[config.mk]
export PLATFORM = sky130hd
export DESIGN_NAME = uart_word_packer
export DESIGN_NICKNAME = d
export VERILOG_FILES = /design/src/rtl/uart_pkg.sv /design/src/rtl/sync_word_fifo.sv /design/src/rtl/uart_word_packer.sv
export SDC_FILE = /design/constraint.sdc
export NUM_CORES = 1
export LEC_CHECK = 0
export ABC_AREA = 1
export BUFFER_PORTS_ARGS = -buffer_cell sky130_fd_sc_hd__buf_2
export CAP_MARGIN = 20
export CORE_ASPECT_RATIO = 0.75
export CORE_UTILIZATION = 44
export CTS_CLUSTER_SIZE = 20
export DETAILED_ROUTE_END_ITERATION = 16
export SLEW_MARGIN = 20
export SYNTH_ARGS = -nofsm -noshare
export SYNTH_HDL_FRONTEND = slang
export SYNTH_SLANG_ARGS = --single-unit
[constraint.sdc]
create_clock -name clk -period 3.9 [get_ports clk]
set_input_delay 0.78 -clock clk [delete_from_list [all_inputs] [get_ports clk]]
set_output_delay 0.78 -clock clk [all_outputs]
set_load 0.03 [all_outputs]
[src/rtl/uart_pkg.sv]
// Shared definitions for the UART receive path: receiver and packer state
// encodings plus small width/lane helpers used by the word packer.
package uart_pkg;

    typedef enum logic [1:0] {
        RX_IDLE,
        RX_START,
        RX_DATA,
        RX_STOP
    } rx_state_t;

    typedef enum logic {
        PK_EMPTY,
        PK_COLLECT
    } pk_state_t;

    function automatic int word_width(input int n, input int word_bytes);
        return n * word_bytes;
    endfunction

    // Bit offset of byte lane k; lane 0 is the least-significant byte.
    function automatic int lane_lsb(input int k, input int n);
        return k * n;
    endfunction

endpackage

[src/rtl/sync_word_fifo.sv]
// Pointer-based synchronous FIFO with first-word fall-through read data.
// A push into a full FIFO is still accepted when a pop happens in the same cycle.
module sync_word_fifo #(
    parameter int WIDTH = 32,
    parameter int DEPTH = 4,
    localparam int AW   = $clog2(DEPTH)
) (
    input  logic             clk,
    input  logic             rst_n,
    input  logic             clear_i,
    input  logic             push_i,
    input  logic             pop_i,
    input  logic [WIDTH-1:0] wdata_i,
    output logic [WIDTH-1:0] rdata_o,
    output logic             empty_o,
    output logic             drop_o,
    output logic [AW:0]      count_o
);

    logic [WIDTH-1:0] mem_q [DEPTH];
    logic [AW:0]      wr_ptr_q;
    logic [AW:0]      rd_ptr_q;
    logic             full;
    logic             pop_en;
    logic             push_en;

    // The extra pointer bit separates full from empty when the indices match.
    assign empty_o = (wr_ptr_q == rd_ptr_q);
    assign full    = (wr_ptr_q[AW] != rd_ptr_q[AW]) &&
                     (wr_ptr_q[AW-1:0] == rd_ptr_q[AW-1:0]);
    assign pop_en  = pop_i && !empty_o && !clear_i;
    assign push_en = push_i && !clear_i && (!full || pop_en);
    assign drop_o  = push_i && !clear_i && !push_en;
    assign count_o = wr_ptr_q - rd_ptr_q;
    assign rdata_o = mem_q[rd_ptr_q[AW-1:0]];

    always_ff @(posedge clk) begin
        if (!rst_n) begin
            wr_ptr_q <= '0;
            rd_ptr_q <= '0;
            // NOTE: the storage array is reset on purpose so the head word reads 0 after reset; most FIFOs leave memories unreset.
            for (int i = 0; i < DEPTH; i++) begin
                mem_q[i] <= '0;
            end
        end else if (clear_i) begin
            wr_ptr_q <= '0;
            rd_ptr_q <= '0;
        end else begin
            if (push_en) begin
                mem_q[wr_ptr_q[AW-1:0]] <= wdata_i;
                wr_ptr_q                <= wr_ptr_q + (AW+1)'(1);
            end
            if (pop_en) begin
                rd_ptr_q <= rd_ptr_q + (AW+1)'(1);
            end
        end
    end

endmodule

[src/rtl/uart_word_packer.sv]
// Packs one-cycle byte strobes LSB-first into words, queues them in a small
// FIFO and drops a stale partial word after an inter-byte timeout.
module uart_word_packer
    import uart_pkg::*;
#(
    parameter int N              = 8,
    parameter int WORD_BYTES     = 4,
    parameter int FIFO_DEPTH     = 4,
    parameter int TIMEOUT_CYCLES = 1000000,
    localparam int WORD_W        = word_width(N, WORD_BYTES),
    localparam int BC_W          = $clog2(WORD_BYTES) + 1,
    localparam int FC_W          = $clog2(FIFO_DEPTH) + 1
) (
    input  logic              clk,
    input  logic              reset,
    input  logic [N-1:0]      byte_in,
    input  logic              byte_valid,
    input  logic              flush,
    input  logic              clear_overflow,
    output logic [WORD_W-1:0] word_out,
    output logic              word_valid,
    input  logic              word_ready,
    output logic [BC_W-1:0]   byte_count,
    output logic [FC_W-1:0]   fifo_count,
    output logic              overflow,
    output logic              timeout
);

    localparam int LANE_W = WORD_W - N;
    localparam int TW     = (TIMEOUT_CYCLES > 1) ? $clog2(TIMEOUT_CYCLES) : 1;
    localparam logic [BC_W-1:0] LAST_IDX = BC_W'(WORD_BYTES - 1);
    localparam logic [TW-1:0]   TMO_LAST = TW'((TIMEOUT_CYCLES > 0) ? TIMEOUT_CYCLES - 1 : 0);

    pk_state_t         state_q;
    logic [BC_W-1:0]   byte_count_q;
    logic [LANE_W-1:0] lanes_q;
    logic [TW-1:0]     tmo_cnt_q;
    logic              overflow_q;
    logic              timeout_q;

    logic last_byte;
    logic push;
    logic drop;
    logic expire;
    logic fifo_empty;

    // The final byte bypasses the lane register and goes straight into the FIFO.
    assign last_byte = (state_q == PK_COLLECT) && (byte_count_q == LAST_IDX);
    assign push      = byte_valid && !flush && last_byte;
    assign expire    = (TIMEOUT_CYCLES != 0) && (state_q == PK_COLLECT) &&
                       !byte_valid && (tmo_cnt_q == TMO_LAST);

    sync_word_fifo #(
        .WIDTH (WORD_W),
        .DEPTH (FIFO_DEPTH)
    ) u_fifo (
        .clk     (clk),
        .rst_n   (reset),
        .clear_i (flush),
        .push_i  (push),
        .pop_i   (word_ready),
        .wdata_i ({byte_in, lanes_q}),
        .rdata_o (word_out),
        .empty_o (fifo_empty),
        .drop_o  (drop),
        .count_o (fifo_count)
    );

    // NOTE: all state here is sequential, so every assignment is non-blocking to avoid read-order races between always_ff blocks.
    always_ff @(posedge clk) begin
        if (!reset) begin
            state_q      <= PK_EMPTY;
            byte_count_q <= '0;
            lanes_q      <= '0;
            tmo_cnt_q    <= '0;
            overflow_q   <= 1'b0;
            timeout_q    <= 1'b0;
        end else begin
            timeout_q <= 1'b0;
            if (flush) begin
                state_q      <= PK_EMPTY;
                byte_count_q <= '0;
                lanes_q      <= '0;
                tmo_cnt_q    <= '0;
            end else begin
                unique case (state_q)
                    PK_EMPTY: begin
                        if (byte_valid) begin
                            lanes_q[lane_lsb(0, N) +: N] <= byte_in;
                            byte_count_q                 <= BC_W'(1);
                            tmo_cnt_q                    <= '0;
                            state_q                      <= PK_COLLECT;
                        end
                    end
                    PK_COLLECT: begin
                        if (byte_valid) begin
                            tmo_cnt_q <= '0;
                            if (last_byte) begin
                                lanes_q      <= '0;
                                byte_count_q <= '0;
                                state_q      <= PK_EMPTY;
                            end else begin
                                lanes_q[lane_lsb(int'(byte_count_q), N) +: N] <= byte_in;
                                byte_count_q <= byte_count_q + BC_W'(1);
                            end
                        end else if (expire) begin
                            lanes_q      <= '0;
                            byte_count_q <= '0;
                            tmo_cnt_q    <= '0;
                            timeout_q    <= 1'b1;
                            state_q      <= PK_EMPTY;
                        end else begin
                            tmo_cnt_q <= tmo_cnt_q + TW'(1);
                        end
                    end
                    default: state_q <= PK_EMPTY;
                endcase
            end

            // A drop in the same cycle as clear_overflow keeps the flag set.
            if (drop) begin
                overflow_q <= 1'b1;
            end else if (clear_overflow) begin
                overflow_q <= 1'b0;
            end
        end
    end

    assign word_valid = !fifo_empty;
    assign byte_count = byte_count_q;
    assign overflow   = overflow_q;
    assign timeout    = timeout_q;

endmodule

After elaboration in Yosys (flattened, before gate mapping)
Memories as Yosys holds them, arrays and structs flattened. A register that Yosys moved wholly into a read port is not among the register bits.
Index checks and enable logic that the tools add are counted.

storage, ports and cells
  flip-flop bits (word level) = 56
  memory bits (writable) = 128
  output and inout bits = 41
  logic and storage cells = 84
  memories kept = 1

memory list
  name          depth  bits a word  rd ports  clocked after Yosys merged registers in  wr ports  line                  text
  u_fifo.mem_q  4      32           1         1                                        4         sync_word_fifo.sv:20  logic [WIDTH-1:0] mem_q [DEPTH];

cells by class
  $add $sub $neg = 6
  equality and inequality tests = 7
  shift-type cells = 2
  muxes and demuxes = 33
  bitwise logic cells = 2
  reduce and logical (&&, ||, !) cells = 24

operators with widths
  kind                                                                      number
  24-bit 2-to-1 mux                                                         3
  20-bit 2-to-1 mux                                                         3
  20-bit one-hot mux with 2 select lines                                    1
  6-bit negator with 33-bit output                                          1
  8-bit by 33-bit variable shift with 24-bit output (first input constant)  1
  8-bit by 33-bit variable part select with 24-bit output                   1
  32-bit 2-to-1 mux                                                         1
  32-bit OR reduction                                                       1
  24-bit bitwise mux                                                        1
  20-bit by 1-bit adder with 20-bit output (second input constant)          1
  20-bit equality test (second input constant)                              1
  8-bit one-hot mux with 2 select lines                                     1
  1-bit 2-to-1 mux                                                          13
  3-bit 2-to-1 mux                                                          4
  1-bit logical AND                                                         11
  3-bit by 1-bit adder with 3-bit output (second input constant)            3
  8-bit 2-to-1 mux                                                          1
  2-bit 2-to-1 mux                                                          3
  3-bit one-hot mux with 2 select lines                                     1
  1-bit zero test                                                           5
  2-bit AND reduction                                                       2
  2-bit nonzero test                                                        2
  4-bit OR reduction                                                        1
  3-bit by 2-bit equality test with 1-bit output (second input constant)    1
  10 further kinds                                                          11

Depth between registers and ports, before layout
  depth after elaboration = 12
  depth in mapped cells = 12
  gate-level depth less buffers = 12

By module
From an unflattened synthesis, not the netlist that was laid out.

second synthesis, totals
  cell total of the unflattened synthesis = 1039
  area total of the unflattened synthesis = 9332.7 sq um

modules (own cells, without submodules)
  module            instances  cells an instance  area an instance (sq um)  seq. area each (sq um)
  sync_word_fifo    1          567                6442.4                    4003.8
  uart_word_packer  1          472                2890.3                    1001.0

Worst setup path before layout
OpenSTA, ideal clock, no wires.

  kind = reg2reg
  start = register byte_count_q[0], in the netlist byte_count[0]
  end = memory u_fifo.mem_q[3][0], enable pin
  library setup time = 0.470 ns
  arrival time = 3.688 ns
  data required time = 3.430 ns
  slack = -0.258 ns
  stages on the path, launching flop included = 6
  period minus slack after synthesis = 4.158 ns
  cell sequence = dfxtp_1 > ha_1 > nand3_1 > nor3_2 > nand2_1 > o31ai_1

RTL lines
  element                 line                     text
  from (decl)             uart_word_packer.sv:35   logic [BC_W-1:0] byte_count_q;
  from (signal assigned)  uart_word_packer.sv:104  byte_count_q <= byte_count_q + BC_W'(1);
  to (decl)               sync_word_fifo.sv:20

Worst setup path in the final report
  start = register u_fifo.wr_ptr_q[1]
  end = output fifo_count[2]

between the ends
  cells in the longest elaborated chain, start to end = 1

ends and longest elaborated chain
  element                 line                    text
  from (decl)             sync_word_fifo.sv:21    logic [AW:0] wr_ptr_q;
  from (signal assigned)  sync_word_fifo.sv:51    wr_ptr_q <= wr_ptr_q + (AW+1)'(1);
  3-bit subtractor        sync_word_fifo.sv:34    assign count_o = wr_ptr_q - rd_ptr_q;
  to (decl)               uart_word_packer.sv:24  output logic [FC_W-1:0] fifo_count,

No other way between the ends.

==> results.py <==
metrics = {
    "sta": {
        "finalHoldViolations": 0,
        "slew_headroom_pct": 43.12,
        "rsz0062_at_grt": "no",
        "fmax_mhz": 306.9,
        "finClkSkew_ns": 0.009459,
        "min_period_over_period_pct": 83.56,
        "hold_ws_ns": 0.4886,
        "setup_tns_ns": 0,
        "fin_crit_ns": 3.259,
        "tightest_slew_ns": 0.8520,
        "setup_viol": 0,
        "slew_viol_final": 0,
    },
    "critical_path": {
        "endpoint": "fifo_count[2]",
        "start_kind": "register",
        "cp_num_cells": 4,
        "crit_type": "register to output port",
        "worst_ep_arrival_time_ns": 2.48,
        "reg2reg_depth": 7,
        "crit_start": "u_fifo.wr_ptr_q[1]",
        "reg2reg_to": "u_fifo.mem_q[1][13]",
        "slowest_delay_ns": 0.67,
        "cp.buffers_inverters": 2,
        "path_cells": "inv_2 > fa_1 > xor2_1 > buf_2",
        "crit_path_max_fanout": 37,
        "reg2reg_setup_slack_ns": 1.36,
        "crit_family": "buffers and inverters",
        "crit_slowest_cell": "dfxtp_2",
        "worstPathRequired_ns": 3.12,
        "critical_path.endpoint_type": "output port",
        "r2r-start": "u_fifo.wr_ptr_q[1]",
    },
    "power": {
        "p_sw_share_pct": 23.99,
        "p_comb_share_pct": 4.9,
        "p_sw_uw": 979.7,
        "p_clk_share_pct": 42.1,
        "p_int_mw": 3.105,
        "power_density_nw_per_um2": 407.3,
        "seqPwrFrac_pct": 53.0,
        "vdd_drop_max_uv": 244.4,
        "p_total_mw": 4.084,
        "p_leak_nw": 3.740,
    },
    "global_route": {
        "grtUsageTotal_pct": 21.43,
        "met3_usage_pct": 3.704,
        "grt_max_degree": 65,
        "met1_usage_pct": 31.48,
        "grt.overflow.total": 0,
        "grt_busiest_layer": "met2",
        "met2_usage_pct": 32.56,
        "grt_pass1_vias": 6352,
        "antenna_found_initial": 1,
        "grt_pass1_wl_um": 34690,
    },
    "synth": {
        "syn_area_um2": 8904,
        "yosys_warnings": 0,
        "ys_types": 33,
        "synth-seq-cells": 186,
        "synth_cells": 1003,
        "syn_nets": 1028,
        "ys_seq_area_share_pct": 56.21,
        "synth.avg_cell_area_um2": 8.877,
    },
    "die": {
        "core_area_um2": 19600,
        "ios": 55,
        "die_h_um": 125.2,
        "num_rows": 44,
        "dieArea_um2": 20810,
        "start_util_pct": 45.43,
        "die_x_um": 166.3,
    },
    "placed_design": {
        "place_congestion": 0.8993,
        "portBuffers": 54,
        "hpwl_um": 13990,
    },
    "detailed_routing": {
        "vias_per_cell": 5.314,
        "firstDrtPassIters": 11,
        "drt_wl_total_um": 21460,
        "post-route-drc-count": 4,
        "via_count": 6929,
        "ant_nets": 0,
        "wl_per_cell_um": 16.46,
        "drtIter0Drc": 667,
    },
    "cts": {
        "clock_latency_ns": 0.43,
        "cts.htree.levels": 4,
        "cts_tree": "done",
        "cts-root-buf": "clkbuf_16",
        "cts_made_buffers": 17,
        "clk_pin_slew_worst_paths_ns": 0.07,
        "postCtsSetupRepairBufs": 0,
        "clockBufferDepth": 2,
        "holdBufCountCts": 0,
        "cts_resized": 0,
        "cts_sinks": 186,
    },
    "status": {
        "violations": "DRC",
        "status": "finished, violations left",
    },
    "final_layout": {
        "fin_util_pct": 51.16,
        "area_growth_pct": 12.62,
        "drive_gt1_share_pct": 15.51,
        "antenna_cells": 0,
        "nets": 1063,
    },
    "run": {
        "drv_cap": 0,
    },
    "min_path": {
        "worst_hold_path_type": "register to register",
    },
}
-- power groups by stage --
stage,combinational [mW],sequential (mW),clock [mW]
4_1_cts,0.203,2.17,1.75
6_report,0.200,2.17,1.72
5_1_grt,0.222,2.17,1.83
2_1_floorplan,0.126,2.21,0
3_5_place_dp,0.202,2.21,0
3_3_place_gp,0.201,2.21,0
-- cell type report --
class / instances / area [µm²]
Clock buffer: 17 / 425.4
Clock inverter: 15 / 160.2
Fill cell: 1845 / 9572
Inverter: 91 / 341.6
Multi-Input combinational cell: 672 / 3361
Sequential cell: 186 / 5007
Tap cell: 253 / 316.6
Timing Repair Buffer: 70 / 415.4
-- worst reg2reg max path: cells and delay by family (launching register included) --
kind	cells	cell delay, ns
adders and majority gates	1	0.35
AOI/OAI and AO/OA	1	0.15
DFF	1	0.67
and+or+nand+nor	3	0.42
buffers and inverters	2	0.57
-- cell families after synthesis --
group | share of synthesized area (%)
buffers and inverters | 6.450
xor gates and xnor gates | 0.4918
and+or+nand+nor | 26.77
DFF | 56.21
adders and majority gates | 1.630
AOI/OAI and AO/OA | 8.446
-- registers in the layout (all words and copies together) (netlist names), named ones only --
signal,flops
byte_count,3
lanes_q,24
overflow,1
state_q,1
timeout,1
tmo_cnt_q,20
u_fifo.mem_q,128
u_fifo.rd_ptr_q,3
u_fifo.wr_ptr_q,3
-- layout by cell type, fill, tap and decap left out, types with 6 or more instances in the layout --
cell type  count
nand3_1       44
a21oi_1       27
nand4_1       21
clkbuf_16     17
inv_2          6
nor3_2        41
inv_1         84
o21ai_0       75
nor3_1        28
nand2_1      158
nor2_1       212
buf_2         54
o22ai_1       32
ha_1          10
buf_4         14
edfxtp_1     128
dfxtp_1       56
-- layer usage --
metal	vias up	part of all wire (%)	wire length [µm]
met5	-	0.061	13
met4	2	1.4	294
met3	18	5.6	1210
met2	182	44	9384
met1	3285	49	10560
li1	3442	-	-
-- Yosys cell counts (all sizes together) --
cell     number  area share, %
a211oi        1          0.084
a21oi        27            1.5
a22oi         1          0.084
buf          20            1.2
clkbuf       34            1.4
clkinv        1          0.042
dfxtp        58             13
edfxtp      128             43
fa            1           0.22
ha           10            1.4
inv          90            3.8
nand2       159            6.7
nand3        46            2.7
nand3b        3           0.25
nand4        22            1.6
nor2        216            9.2
nor3         69            6.2
o2111ai       1          0.098
o21ai        77            4.3
o22ai        32            2.2
o31ai         1          0.084
or2           1          0.070
xnor2         1          0.098
xor2          4           0.39
-- metrics by stage --
step	cells	worst slack, ns	cell area [µm²]
3_3_place_gp	1272	1.048	9442
4_1_cts	1304	0.5897	10030
2_1_floorplan	1003	-0.2535	8909
6_report	1304	0.6413	10030
3_5_place_dp	1272	1.066	9442
5_1_grt	1304	0.5030	10030
-- how the worst min path moves through the flow --
stage	from	end	slack, ns	cells past startpoint
6_report	tmo_cnt_q[1]	tmo_cnt_q[1]	0.49	2
4_1_cts	tmo_cnt_q[19]	tmo_cnt_q[19]	0.49	2
2_1_floorplan	u_fifo.rd_ptr_q[2]	u_fifo.rd_ptr_q[2]	0.45	2
5_1_grt	tmo_cnt_q[19]	tmo_cnt_q[19]	0.51	2
3_3_place_gp	tmo_cnt_q[19]	tmo_cnt_q[19]	0.47	2
3_5_place_dp	tmo_cnt_q[19]	tmo_cnt_q[19]	0.48	2
No activity file was read; power rests on OpenSTA's default activity.
